===== config.mk =====
export PLATFORM = sky130hd
export DESIGN_NAME = i2s_sample_feeder
export DESIGN_NICKNAME = d
export VERILOG_FILES = /design/src/rtl/i2s_pkg.sv /design/src/rtl/sample_fifo.sv /design/src/rtl/i2s_sample_feeder.sv
export SDC_FILE = /design/constraint.sdc
export NUM_CORES = 1
export LEC_CHECK = 0
export ABC_AREA = 0
export CAP_MARGIN = 40
export CORE_UTILIZATION = 40
export DETAILED_ROUTE_END_ITERATION = 10
export GPL_TIMING_DRIVEN = 0
export MAX_ROUTING_LAYER = met4
export PLACE_DENSITY = 0.66
export SLEW_MARGIN = 0
export SYNTH_ARGS = -nofsm -noshare
export SYNTH_HDL_FRONTEND = slang
export SYNTH_SLANG_ARGS = --single-unit

===== constraint.sdc =====
create_clock -name clk -period 3.1 [get_ports clk]
set_input_delay 0.93 -clock clk [delete_from_list [all_inputs] [get_ports clk]]
set_output_delay 0.93 -clock clk [all_outputs]
set_load 0.05 [all_outputs]

===== src/rtl/i2s_pkg.sv =====
// Shared definitions for the I2S sample feeder and its FIFO.
package i2s_pkg;

    localparam int SAMPLE_W  = 16;
    localparam int FRAME_LEN = 16;
    localparam int CNT_W     = $clog2(FRAME_LEN);

    localparam logic WS_LEFT  = 1'b0;
    localparam logic WS_RIGHT = 1'b1;

    // Counter value on which the next word is loaded into the output register.
    localparam logic [CNT_W-1:0] LOAD_CNT = CNT_W'(FRAME_LEN - 1);

    typedef logic [SAMPLE_W-1:0] sample_t;

endpackage


===== src/rtl/sample_fifo.sv =====
// Synchronous sample FIFO with occupancy count; push into full and pop from
// empty are ignored so the level can never leave 0..DEPTH.
module sample_fifo
    import i2s_pkg::*;
#(
    parameter int DEPTH = 8,
    localparam int PTR_W = $clog2(DEPTH),
    localparam int LVL_W = $clog2(DEPTH + 1)
) (
    input  logic             clk,
    input  logic             rst,
    input  logic             push,
    input  sample_t          push_data,
    input  logic             pop,
    output sample_t          head,
    output logic [LVL_W-1:0] level,
    output logic             full,
    output logic             empty
);

    sample_t          mem_q [DEPTH];
    logic [PTR_W-1:0] wr_ptr_q, wr_ptr_d;
    logic [PTR_W-1:0] rd_ptr_q, rd_ptr_d;
    logic [LVL_W-1:0] level_q, level_d;
    logic             do_push_s;
    logic             do_pop_s;

    assign full  = (level_q == LVL_W'(DEPTH));
    assign empty = (level_q == LVL_W'(0));
    assign level = level_q;
    assign head  = mem_q[rd_ptr_q];

    // Qualify requests and compute next pointers and occupancy.
    always_comb begin
        do_push_s = push && !full;
        do_pop_s  = pop && !empty;
        wr_ptr_d  = wr_ptr_q;
        rd_ptr_d  = rd_ptr_q;
        level_d   = level_q;
        if (do_push_s) begin
            wr_ptr_d = wr_ptr_q + PTR_W'(1);
        end else begin
            wr_ptr_d = wr_ptr_q;
        end
        if (do_pop_s) begin
            rd_ptr_d = rd_ptr_q + PTR_W'(1);
        end else begin
            rd_ptr_d = rd_ptr_q;
        end
        if (do_push_s && !do_pop_s) begin
            level_d = level_q + LVL_W'(1);
        end else if (do_pop_s && !do_push_s) begin
            level_d = level_q - LVL_W'(1);
        end else begin
            level_d = level_q;
        end
    end

    // Pointer and occupancy registers.
    always_ff @(posedge clk or posedge rst) begin
        if (rst) begin
            wr_ptr_q <= '0;
            rd_ptr_q <= '0;
            level_q  <= '0;
        end else begin
            wr_ptr_q <= wr_ptr_d;
            rd_ptr_q <= rd_ptr_d;
            level_q  <= level_d;
        end
    end

    // Sample storage; contents are don't-care until written.
    always_ff @(posedge clk) begin
        if (do_push_s) begin
            mem_q[wr_ptr_q] <= push_data;
        end
    end

endmodule


===== src/rtl/i2s_sample_feeder.sv =====
// Feeds one held sample word per 16-clock frame to the serial shifter,
// alternating left/right and substituting silence when the FIFO runs dry.
module i2s_sample_feeder
    import i2s_pkg::*;
#(
    parameter int DEPTH = 8,
    parameter int WIDTH = SAMPLE_W
) (
    input  logic                       clk,
    input  logic                       rst,
    input  logic [WIDTH-1:0]           in_data,
    input  logic                       in_valid,
    output logic                       in_ready,
    output logic [WIDTH-1:0]           data,
    output logic                       word_start,
    output logic                       ws,
    output logic [$clog2(DEPTH+1)-1:0] level,
    output logic                       underrun,
    input  logic                       clr_underrun
);

    logic [CNT_W-1:0] bit_cnt_q, bit_cnt_d;
    sample_t          data_q, data_d;
    logic             ws_q, ws_d;
    logic             word_start_q, word_start_d;
    logic             underrun_q, underrun_d;

    logic             load_s;
    logic             push_s;
    logic             pop_s;
    logic             fifo_full_s;
    logic             fifo_empty_s;
    sample_t          fifo_head_s;

    assign load_s   = (bit_cnt_q == LOAD_CNT);
    assign in_ready = !fifo_full_s;
    assign push_s   = in_valid && in_ready;
    assign pop_s    = load_s && !fifo_empty_s;

    sample_fifo #(.DEPTH(DEPTH)) u_fifo (
        .clk       (clk),
        .rst       (rst),
        .push      (push_s),
        .push_data (in_data),
        .pop       (pop_s),
        .head      (fifo_head_s),
        .level     (level),
        .full      (fifo_full_s),
        .empty     (fifo_empty_s)
    );

    // Frame counter, word load, channel toggle and sticky underrun.
    always_comb begin
        bit_cnt_d    = bit_cnt_q + CNT_W'(1);
        data_d       = data_q;
        ws_d         = ws_q;
        word_start_d = 1'b0;
        underrun_d   = underrun_q;
        if (load_s) begin
            if (!fifo_empty_s) begin
                data_d = fifo_head_s;
            end else begin
                data_d = '0;
            end
            ws_d         = ~ws_q;
            word_start_d = 1'b1;
        end else begin
            data_d       = data_q;
            ws_d         = ws_q;
            word_start_d = 1'b0;
        end
        // A fresh underrun outranks a clear on the same edge.
        if (load_s && fifo_empty_s) begin
            underrun_d = 1'b1;
        end else if (clr_underrun) begin
            underrun_d = 1'b0;
        end else begin
            underrun_d = underrun_q;
        end
    end

    // Output and frame-state registers; ws starts right so the first word is left.
    always_ff @(posedge clk or posedge rst) begin
        if (rst) begin
            bit_cnt_q    <= '0;
            data_q       <= '0;
            ws_q         <= WS_RIGHT;
            word_start_q <= 1'b0;
            underrun_q   <= 1'b0;
        end else begin
            bit_cnt_q    <= bit_cnt_d;
            data_q       <= data_d;
            ws_q         <= ws_d;
            word_start_q <= word_start_d;
            underrun_q   <= underrun_d;
        end
    end

    assign data       = data_q;
    assign ws         = ws_q;
    assign word_start = word_start_q;
    assign underrun   = underrun_q;

endmodule


# Word level (Yosys, flattened, before mapping)
# Memory sizes are Yosys's and may differ from the RTL's.
# Index checks and enable logic that the tools add are counted.
dict set report word_totals {
  register_bits 33
  mem_bits_rw 128
  output_inout_bits 24
  wordCells 39
  memories 1
}
# memory depth width rd rd_clocked_by_memory_dff write_ports line
set memory_table {}
lappend memory_table {u_fifo.mem_q 8 16 1 0 1 sample_fifo.sv:21} ;# sample_t mem_q [DEPTH];
dict set report classes {
  n_addsub 5
  eq_ne 2
  muxes 8
  bitwise_logic 1
  reduce_logical 14
}
# op n
set ops {}
lappend ops {{16-bit two-way mux} 1}
lappend ops {{4-bit by 1-bit adder with 4-bit output (second input constant)} 2}
lappend ops {{4-bit equality test (second input constant)} 2}
lappend ops {{4-bit two-way mux} 2}
lappend ops {{1-bit logical AND} 7}
lappend ops {{3-bit by 1-bit adder with 3-bit output (second input constant)} 2}
lappend ops {{1-bit two-way mux} 5}
lappend ops {{1-bit zero test} 4}
lappend ops {{4-bit zero test} 1}
lappend ops {{2-bit nonzero test} 2}
lappend ops {{4-bit by 1-bit subtractor with 4-bit output (second input constant)} 1}
lappend ops {{1-bit NOT} 1}

# Logic depth before layout (Yosys ltp)
dict set report logic_depth {
  ltp_word 8
  ltp_mapped 12
}

# Hierarchy
# From an unflattened synthesis, not the netlist that was laid out.
dict set report hier_totals {
  hier_cells 321
  hier_area_um2 6623.9
}
# module instances cells_each area_per_inst_um2
set by_module_without_submodules {}
lappend by_module_without_submodules {sample_fifo 1 250 5566.6}
lappend by_module_without_submodules {i2s_sample_feeder 1 71 1057.3}

# Least setup slack after synthesis
# OpenSTA, ideal clock, no wires.
dict set report synth_path {
  path_kind {flip-flop to flip-flop}
  startpoint {register u_fifo.level_q[0], in the netlist u_fifo.level[0]}
  endpoint {register u_fifo.level_q[3], in the netlist u_fifo.level[3]}
  setup_time_ns 0.136
  arrival_ns 2.784
  path_slack_ns 0.180
  stages_incl_launch_ff 10
  path_buffers 0
  synth_period_minus_slack_ns 2.920
  path_cell_list {dfrtp_1 or4b_4 nand2_2 inv_2 ha_1 inv_1 ha_1 a21o_1 a2111oi_0 o31ai_1}
}
dict set report synth_between {
  elab_chain_len 7
  elab_cells_between_ends 17
  cone_classes {add/sub (2); eq/ne (1); mux (2); reduce/logical (12)}
}
# item line
set synth_rtl {}
lappend synth_rtl {{from (decl)} sample_fifo.sv:24} ;# logic [LVL_W-1:0] level_q, level_d;
lappend synth_rtl {{from (signal assigned)} sample_fifo.sv:68} ;# level_q <= level_d;
lappend synth_rtl {{4-bit equality test *} sample_fifo.sv:28} ;# assign full = (level_q == LVL_W'(DEPTH));
lappend synth_rtl {{1-bit zero test *} i2s_sample_feeder.sv:36} ;# assign in_ready = !fifo_full_s;
lappend synth_rtl {{named net in_ready} i2s_sample_feeder.sv:13} ;# output logic in_ready,
lappend synth_rtl {{1-bit logical AND} i2s_sample_feeder.sv:37} ;# assign push_s = in_valid && in_ready;
lappend synth_rtl {{1-bit logical AND *} sample_fifo.sv:35} ;# do_push_s = push && !full;
lappend synth_rtl {{named net u_fifo.do_push_s} sample_fifo.sv:25} ;# logic do_push_s;
lappend synth_rtl {{1-bit zero test} sample_fifo.sv:52} ;# end else if (do_pop_s && !do_push_s) begin
lappend synth_rtl {{1-bit logical AND} sample_fifo.sv:52}
lappend synth_rtl {{2-bit nonzero test (no line)} -}
# The timed path passes the listed nets; every way through them passes the cells marked *. The select of a mux whose other input is x is not followed.
# A chain may end at the register's enable or synchronous reset.

# Final worst setup path
dict set report layout_path {
  startpoint {register u_fifo.level_q[0], in the netlist u_fifo.level[0]}
  endpoint {register u_fifo.level_q[3], in the netlist u_fifo.level[3]}
}
dict set report layout_between {
  elab_chain_len 7
  elab_cells_between_ends 17
  cone_classes {add/sub (2); eq/ne (1); mux (2); reduce/logical (12)}
}
# item
set layout_rtl {}
lappend layout_rtl {{parallel branches: the longest is 7 deep, another holds 4-bit by 1-bit subtractor with 4-bit output}}
# Several ways; the timed one is not identified. The select of a mux whose other input is x is not followed.

==> impl_metrics.csv <==
group,metric,value,unit
synth,synth.distinct_cells,35,
hold_path,hold_path_class,"flip-flop to flip-flop",
sta,slew_violations,0,
sta,finalClockSkew,0.0119,ns
place,dp_hpwl,7910,µm
sta,relSlewSlack,0.455,
synth,synth_edf_count,128,
synth,ys_warn_count,0,
sta,fmax,334,MHz
clocking,insertion_delay,0.43,ns
clocking,cts.clk_slew.worst_paths,0.06,ns
floorplan,coreArea,0.0153,mm²
sta,min_period,3.00,ns
pwr,power_leakage,0.00284,µW
clocking,cts_buffer_depth,2,
place,dpl_cell_area,0.00721,mm²
floorplan,io_pins,44,
global_routing,antenna_found_initial,0,
synth,synth-main-ff-cell,"edfxtp_1",
cells_and_area,diodes,0,
sta,worst_pin_slew,0.816,ns
clocking,cts_resized,1,
pwr,ir_worst_vdd,0.499,mV
detailed_routing,firstDrtPassIters,4,
clocking,tritoncts,"yes",
global_routing,grt_usage,0.174,
outcome,status,"completed",
pwr,p_per_area,945,mW/mm²
critical_path,critical_path_class,"flip-flop to flip-flop",
sta,hold_viol,0,
cells_and_area,nFillCells,1235,
cells_and_area,final_area,0.00785,mm²
synth,postSynth.asyncResetShare,0.205,
floorplan,die_x,128,µm
floorplan,initial_core_util,0.413,
global_routing,grt_pass1_vias,3277,
clocking,numCtsBuffers,17,
detailed_routing,antenna_left,0,
critical_path,crit_arrival,3.29,ns
cells_and_area,area_delta_synth_final,24.0,%
detailed_routing,wirelength,12400,µm
critical_path,worst_setup_path_end_kind,"flip-flop",
global_routing,gr-total-overflow,0,
floorplan,dieArea,0.0163,mm²
global_routing,grt_max_degree,34,
synth,syn_nets,344,
global_routing,grt_pass1_wl,19200,µm
clocking,ctsHoldBuffers,0,
synth,syn_area_per_cell,20.0,µm²
place,port-buffer-count,43,
sta,finalWorstSetupSlack,0.102,ns
critical_path,worst-endpoint-required,3.39,ns
cells_and_area,num-nets-final,416,
detailed_routing,drt_iter0_drc,276,
sta,grt_setup_unrepaired,"no",
place,globalplace.congestion,0.717,
clocking,cts_root_buf,"clkbuf_16",
floorplan,dieHeight,128,µm
sta,min_period_over_period,0.967,
synth,yosys_register_bits,161,
cells_and_area,drive_above_1_share,0.174,
critical_path,cp_max_fo,10,
critical_path,crit_path_start_kind,"flip-flop",
flow_run,cap_violations,0,
synth,syn_area,0.00633,mm²
place,pre_cts_ws,-0.0124,ns
synth,syn_inst,317,
clocking,cts-htree-levels,4,
sta,finalSetupViolations,0,
detailed_routing,drc_errors,0,
clocking,postCtsSetupBuffers,0,
floorplan,std_cell_rows,45,
detailed_routing,dr_total_vias,3166,
synth,ys_seq_area_frac,0.738,
detailed_routing,routed_via_density,5.16,
detailed_routing,routedWlPerCell,20.2,µm
clocking,cts_sinks,161,
routing by layer:
layer	GRT usage	part of all wire	up-vias
li1	-	-	1422
met1	0.219	0.44	1639
met2	0.271	0.50	82
met3	0.0396	0.047	23
met4	0.0775	0.022	0
met5	-	0	-
through the flow:
| stage | power (µW) | utilization | hold WS [ns] | setup TNS (ns) | instances |
|---|---|---|---|---|---|
| after floorplan | 4420 | - | 0.421 | 0 | 317 |
| after global placement | 5060 | 0.459 | 0.433 | -83.17 | 571 |
| after detailed placement | 5230 | 0.471 | 0.446 | -0.0124 | 581 |
| after CTS | 7480 | 0.512 | 0.455 | 0 | 613 |
| after global routing | 7740 | 0.513 | 0.483 | 0 | 613 |
| final | 7420 | 0.513 | 0.452 | 0 | 613 |
cell type report:
class	instances	area [µm²]	share of cell area
sequential	161	4670	0.595
tap	211	264	0.0336
clock inverter	14	209	0.0266
inverter	6	22.5	0.00287
timing repair buffer	53	586	0.0746
buffer	13	95.1	0.0121
multi-input combinational	137	1580	0.201
clock buffer	18	429	0.0547
worst max-delay path, stage by stage, from the launching register on:
cell       delay [ns]
dfrtp_1          0.47
or4_4            0.61
nand2_4          0.17
buf_6            0.19
ha_1             0.23
inv_1            0.13
ha_1             0.29
a21o_1           0.20
a2111oi_1        0.45
o31ai_1          0.14
state kept, by name, indices dropped and copies added, names as in the netlist:
register         count
data                16
u_fifo.rd_ptr_q      3
underrun             1
bit_cnt_q            4
word_start           1
u_fifo.level         4
ws                   1
u_fifo.wr_ptr_q      3
u_fifo.mem_q       128
path summary, 6_finish.rpt:
path,from,to,slack [ns],cells past startpoint
setup / recovery,u_fifo.level[0],u_fifo.level[3],0.10,9
hold / removal,bit_cnt_q[0],bit_cnt_q[0],0.45,1
setup reg to reg,u_fifo.level[0],u_fifo.level[3],0.10,9
hold reg to reg,bit_cnt_q[0],bit_cnt_q[0],0.45,1
max in group asynchronous,rst,data[4],1.58,2
min in group asynchronous,rst,word_start,1.00,2
placed cells by master, fill, tap and decap left out, types with 3 or more instances in the layout:
| cell type | instances |
|---|---|
| ha_1 | 6 |
| o21ai_1 | 15 |
| inv_1 | 4 |
| mux2i_1 | 17 |
| o21ai_0 | 3 |
| buf_6 | 8 |
| clkinv_1 | 4 |
| buf_8 | 4 |
| nor3_1 | 3 |
| bufinv_16 | 5 |
| clkbuf_16 | 17 |
| xnor2_1 | 7 |
| inv_6 | 3 |
| buf_2 | 4 |
| nor2_2 | 6 |
| nand2_1 | 27 |
| clkbuf_1 | 4 |
| mux4_1 | 28 |
| edfxtp_1 | 128 |
| clkdlybuf4s50_1 | 42 |
| mux4_2 | 4 |
| dfrtp_1 | 32 |
synthesized netlist by cell type, types with 2 or more instances:
cell | count | area (µm²)
nor2_1 | 6 | 22.5
nand2_1 | 27 | 101
o21ai_1 | 15 | 75.1
mux4_2 | 4 | 90.1
buf_6 | 5 | 56.3
buf_2 | 4 | 20.0
xnor2_1 | 7 | 61.3
o21ai_0 | 3 | 15.0
edfxtp_1 | 128 | 3840
mux2_2 | 2 | 22.5
mux2i_1 | 17 | 170
inv_1 | 5 | 18.8
ha_1 | 6 | 75.1
clkbuf_1 | 3 | 11.3
nor3_1 | 5 | 25.0
nand3_1 | 2 | 10.0
mux4_1 | 28 | 736
nand2b_1 | 2 | 12.5
dfrtp_1 | 32 | 801
power by group:
part	switching, µW	total, µW	internal [µW]
Sequential	197	2960	2760
Combinational	1290	2190	901
Clock	839	2270	1430
logic make-up (layout without fill, tap and decap cells):
group | Yosys count | after routing | synth area share
DFF | 161 | 161 | 0.738
muxes | 51 | 51 | 0.161
and+or+nand+nor | 48 | 48 | 0.0368
AOI/OAI and AO/OA | 23 | 23 | 0.0198
buffers and inverters | 19 | 104 | 0.0186
xor gates and xnor gates | 8 | 8 | 0.0111
adders and majority gates | 7 | 7 | 0.0150
(Power assumes the default switching activity.)
